### src/rtl/label_ext_pipe.sv
// label_ext_pipe: two-stage label extender and branch-target adder with valid/ready handshake
module label_ext_pipe #(
  parameter int XLEN  = 32,
  parameter int LW    = 26,
  parameter int SW    = 16,
  parameter int SHIFT = 0
) (
  input  logic            clk,
  input  logic            rst,
  input  logic            in_valid,
  output logic            in_ready,
  input  logic [LW-1:0]   label,
  input  logic [1:0]      mode,
  input  logic [XLEN-1:0] pc,
  output logic            out_valid,
  input  logic            out_ready,
  output logic [XLEN-1:0] ext,
  output logic [XLEN-1:0] target,
  output logic            ovf
);
  if (XLEN < LW || SW > LW || SW < 1 || SHIFT < 0 || SHIFT > 3) begin : g_bad
    $fatal(1, "label_ext_pipe: illegal parameter set");
  end
  logic            s1_v_q, s1_v_d, s2_v_q, s2_v_d;
  logic [XLEN-1:0] s1_ext_q, s1_ext_d, s1_pc_q, s1_pc_d;
  logic [XLEN-1:0] s2_ext_q, s2_ext_d, s2_tgt_q, s2_tgt_d;
  logic            s2_ovf_q, s2_ovf_d;
  logic            s2_adv, in_xfer, s1_move;
  logic [XLEN-1:0] ext_c, sh, sum;
  always_comb begin
    s2_adv   = out_ready || !s2_v_q;
    in_ready = !s1_v_q || s2_adv;
    in_xfer  = in_valid && in_ready;
    s1_move  = s1_v_q && s2_adv;
    ext_c    = mode == 2'b00 ? XLEN'($signed(label)) :
               mode == 2'b01 ? XLEN'($signed(label[SW-1:0])) :
               mode == 2'b10 ? XLEN'(label[SW-1:0]) : XLEN'(label);
    sh       = s1_ext_q << SHIFT;
    sum      = s1_pc_q + sh;
    s1_v_d   = in_xfer ? 1'b1 : (s2_adv ? 1'b0 : s1_v_q);
    s2_v_d   = s2_adv ? s1_v_q : s2_v_q;
    s1_ext_d = in_xfer ? ext_c : s1_ext_q;
    s1_pc_d  = in_xfer ? pc : s1_pc_q;
    s2_ext_d = s1_move ? s1_ext_q : s2_ext_q;
    s2_tgt_d = s1_move ? sum : s2_tgt_q;
    s2_ovf_d = s1_move ? (s1_pc_q[XLEN-1] == sh[XLEN-1]) && (sum[XLEN-1] != sh[XLEN-1]) : s2_ovf_q;
  end
  always_ff @(posedge clk or posedge rst) begin
    if (rst) begin
      s1_v_q   <= 1'b0;
      s2_v_q   <= 1'b0;
      s1_ext_q <= '0;
      s1_pc_q  <= '0;
      s2_ext_q <= '0;
      s2_tgt_q <= '0;
      s2_ovf_q <= 1'b0;
    end else begin
      s1_v_q   <= s1_v_d;
      s2_v_q   <= s2_v_d;
      s1_ext_q <= s1_ext_d;
      s1_pc_q  <= s1_pc_d;
      s2_ext_q <= s2_ext_d;
      s2_tgt_q <= s2_tgt_d;
      s2_ovf_q <= s2_ovf_d;
    end
  end
  assign out_valid = s2_v_q;
  assign ext       = s2_ext_q;
  assign target    = s2_tgt_q;
  assign ovf       = s2_ovf_q;
endmodule

### config.mk
export PLATFORM = sky130hd
export DESIGN_NAME = label_ext_pipe
export DESIGN_NICKNAME = d
export VERILOG_FILES = /design/src/rtl/label_ext_pipe.sv
export SDC_FILE = /design/constraint.sdc
export NUM_CORES = 1
export LEC_CHECK = 0
export BUFFER_PORTS_ARGS = -buffer_cell sky130_fd_sc_hd__buf_2
export CORE_MARGIN = 3
export CORE_UTILIZATION = 57
export CTS_BUF_LIST = sky130_fd_sc_hd__clkbuf_4
export DETAILED_ROUTE_END_ITERATION = 6
export GPL_ROUTABILITY_DRIVEN = 0
export PLACE_DENSITY = 0.85
export RECOVER_POWER = 25
export SETUP_SLACK_MARGIN = 0.15
export SKIP_LAST_GASP = 1
export SLEW_MARGIN = 10
export SYNTH_ARGS = -nofsm -noshare
export SYNTH_HDL_FRONTEND = slang
export SYNTH_SLANG_ARGS = --single-unit
### constraint.sdc
create_clock -name clk -period 4.4 [get_ports clk]
set_clock_uncertainty 0.1 [all_clocks]
set_input_delay 0.66 -clock clk [delete_from_list [all_inputs] [get_ports clk]]
set_output_delay 0.66 -clock clk [all_outputs]
set_load 0.05 [all_outputs]
==> parameters.txt <==
Parameter                              Value

Placement
  DP Wirelength ... 11100 um
  IO Port Bufs ... 130
  Placed Cells incl. Taps ... 877

Worst setup path
  Startpoint types ... flip-flop
  Maximum fanout along the worst path ... 4
  Register-to-register setup slack ... 1.47 ns
  Worst-case reg-to-reg path depth ... 9
  Source of the critical timing path ... s1_ext_q[0]
  CP endpoint kind ... flip-flop
  Crit path DAT ... 3.21 ns
  Launch instance of the worst register-to-register path ... s1_ext_q[0]
  Worst Path Required ... 4.68 ns
  Reg2Reg Capture Point ... target[20]
  Class of the most critical setup path ... flip-flop to flip-flop

Power
  Power per Cell Area ... 590 nW/um2
  Total chip power ... 0.00435 W
  Worst supply voltage drop on vdd ... 0.000350 V
  Pleak ... 3.59 nW

Drt
  Routed WL per cell ... 16.8 um
  Vias after detailed routing ... 5307
  Drc violations ... 0
  Initial DRT Pass Iterations ... 5
  Antenna violation net count after detailed routing ... 0
  Routed via count divided by cell count ... 5.84
  Final wirelength ... 15300 um
  Number of DRC markers in iteration 0 ... 390

Timing
  Achievable frequency ... 342 MHz
  Final setup violation count ... 0
  Max transition margin ... -0.720
  Final max-slew violation count ... 58
  Transition at the pin with the smallest max-transition slack ... 2.57 ns
  Share of the clock period used by the worst path ... 0.665
  Total count of hold-check failures in the final report ... 0
  Time the final worst path needs with I/O delays and setup ... 2.93 ns
  RSZ-0062 raised after global routing ... no
  Sum of negative setup slack ... 0 ns

Die
  X dimension of the die ... 112 um
  Core area ... 10900 um2
  Floorplan die area ... 12600 um2
  Height of the die ... 112 um
  Starting density of the core ... 0.589
  Floorplan row count ... 38
  IO Count ... 131

GRT
  Initial antenna violation count ... 0
  Overall fraction of global-route tracks in use ... 0.248
  Number of global-route vias before repair ... 5461
  Global-route wire length before repair ... 25600 um
  Global route overflow ... 0
  Largest net degree at the start of global routing ... 65

Clock tree
  Maximum clock path buffer count ... 2
  Post-CTS Repair Setup Buffers ... 0
  Hold buffer count at cts ... 0
  Number of levels in the clock H-tree ... 4
  Clock latency at the later pin of the worst-skew pair ... 0.53 ns
  Number of clock buffers inserted by TritonCTS ... 17
  Clock Root Buffer ... sky130_fd_sc_hd__clkbuf_4
  Clock transition at path regs ... 0.11 ns
  Number of resized instances in the post-cts repair step ... 0
  CTS tree ... yes
  Clk sinks ... 121

Min path
  Depth of the worst hold-timing path ... 2
  Worst hold path class ... input port to flip-flop
  Endpoint, Worst Hold ... s1_pc_q[17]
  Startpoint of the worst hold path ... pc[17]

Logic synthesis
  Count of mapped cells out of synthesis ... 640
  Count of yosys warnings during synthesis ... 0
  Count of flip-flops with a built-in enable after synthesis ... 0
  Top FF cell, synth ... sky130_fd_sc_hd__dfrtp_1
  Average cell area after synthesis ... 10.1 um2
  Net count of the mapped netlist ... 736
  Mapped Area ... 6450 um2
  Sequential-to-total area share from yosys stat ... 0.470
  Proportion of synthesized flip-flops having asynchronous set or reset ... 1.00
  Yosys cell types ... 66
  #FFs+latches synth ... 121

Final layout
  Area of the multi-input gates ... 3190 um2
  Fraction of final layout cells with drive strength greater than 1 ... 0.319
  Final non-filler cell total ... 908
  Antenna diode count ... 0
  Synthesis-to-layout area growth ... 14.5%
  Final nets ... 852
  Number of fill cells in the layout ... 842
  Register area ... 3030 um2

Run
  # Max-Cap Violations ... 1

Run status
  Result of the run ... complete, but fails checks
  Violations in the final reports ... capacitance limit, slew limit
==> stage by stage <==
step | util | setup slack [ns] | hold slack [ns] | area, um2
2_1_floorplan | - | 0.426 | 0.362 | 6450
3_5_place_dp | 0.652 | 1.54 | 0.361 | 7130
4_1_cts | 0.675 | 1.50 | 0.164 | 7380
6_report | 0.675 | 1.47 | 0.260 | 7380
5_1_grt | 0.675 | 1.38 | 0.219 | 7380
3_3_place_gp | 0.652 | 1.66 | 0.352 | 7130
==> where the power goes <==
| part | internal [W] | switching, W | leakage (nW) |
|---|---|---|---|
| clock network | 0.000285 | 0.000428 | 0.126 |
| registers | 0.00138 | 0.000182 | 1.46 |
| logic | 0.000619 | 0.00146 | 2.01 |
| total | 0.00228 | 0.00207 | 3.59 |
==> cell families (layout without fill, tap and decap cells) <==
group,after synthesis,in the layout,synth area share
AO/OA/AOI/OAI,155,155,0.166
XOR/XNOR,22,22,0.0299
adder cells (fa/ha/maj),32,32,0.0633
buffers and inverters,48,176,0.0365
flip-flops,121,121,0.470
multiplexers,50,50,0.0872
AND/OR/NAND/NOR,212,212,0.147
==> metal layers <==
layer  global-route usage  vias up  share of wire
li1                     -     2492              -
met3               0.0625       35          0.063
met4               0.0857        0          0.021
met5                    0        -              0
met2                0.410      182           0.49
met1                0.320     2598           0.42
==> critical path: stages, from the launching register on <==
cell and delay (ns):
sky130_fd_sc_hd__dfrtp_1 0.41, sky130_fd_sc_hd__ha_1 0.26, sky130_fd_sc_hd__fa_1 0.42, sky130_fd_sc_hd__a21o_2 0.23
sky130_fd_sc_hd__a311oi_2 0.36, sky130_fd_sc_hd__a211oi_2 0.11, sky130_fd_sc_hd__o211ai_2 0.35, sky130_fd_sc_hd__a211oi_1 0.16
sky130_fd_sc_hd__nor3_1 0.26, sky130_fd_sc_hd__o31ai_2 0.11
==> Yosys cell counts (all sizes together) (2+ instances only) <==
master	instances	area [um2]
o21a	8	60.1
a31oi	8	50.1
and2	2	13.8
o211ai	9	77.6
a211o	2	17.5
o2111ai	3	43.8
a211oi	4	35.0
nand3b	2	15.0
nand2	144	541
o31a	2	17.5
a21oi	44	246
mux2	49	552
xnor2	11	96.3
clkbuf	18	83.8
nand2b	8	50.1
o21bai	3	22.5
and3	5	36.3
or2	5	36.3
o21ai	44	220
buf	20	114
ha	31	388
a21o	12	93.8
dfrtp	121	3030
a31o	2	17.5
o31ai	5	52.6
xor2	11	96.3
and4	2	17.5
nand3	9	45.0
a2111oi	2	42.5
nor2b	2	12.5
nor2	16	60.1
nor3	6	30.0
inv	10	37.5
nand4	7	43.8
==> worst max-delay path by stage <==
stage                     slack, ns    endpoint
after floorplan                0.43      ext[0]
after global placement         1.66  target[28]
after detailed placement       1.54  target[20]
after CTS                      1.50  target[20]
after global routing           1.38  target[28]
final                          1.47  target[20]
==> placed cells by master, fill, tap and decap left out, types with 4 or more instances in the layout <==
cell type and n:
sky130_fd_sc_hd__nand2_1 142, sky130_fd_sc_hd__buf_2 130, sky130_fd_sc_hd__dfrtp_1 121, sky130_fd_sc_hd__mux2_2 49
sky130_fd_sc_hd__a21oi_1 41, sky130_fd_sc_hd__o21ai_0 40, sky130_fd_sc_hd__ha_1 31, sky130_fd_sc_hd__clkbuf_4 19
sky130_fd_sc_hd__nor2_1 16, sky130_fd_sc_hd__xnor2_1 11, sky130_fd_sc_hd__xor2_1 11, sky130_fd_sc_hd__a21o_1 9
sky130_fd_sc_hd__nand3_1 9, sky130_fd_sc_hd__inv_1 9, sky130_fd_sc_hd__nand2b_1 8, sky130_fd_sc_hd__o21a_1 8
sky130_fd_sc_hd__a31oi_1 8, sky130_fd_sc_hd__o211ai_1 7, sky130_fd_sc_hd__nand4_1 7, sky130_fd_sc_hd__nor3_1 6
sky130_fd_sc_hd__clkinvlp_4 5, sky130_fd_sc_hd__and3_1 4, sky130_fd_sc_hd__o21ai_1 4, sky130_fd_sc_hd__clkinv_2 4
sky130_fd_sc_hd__buf_4 4
==> flip-flops by register name, summed over array words and instances (netlist names) <==
signal	cells
ovf	1
out_valid	1
target	32
s1_pc_q	32
s1_ext_q	27
s1_v_q	1
ext	27
==> layout make-up <==
type,count,area share
well taps,140,0.0237
inverters,10,0.00525
repair buffers,135,0.0949
flip-flops and latches,121,0.410
clock buffers,19,0.0193
clock inverters,12,0.0142
multi-input cells,471,0.432
Note: power is estimated with default switching activity, not from simulation.
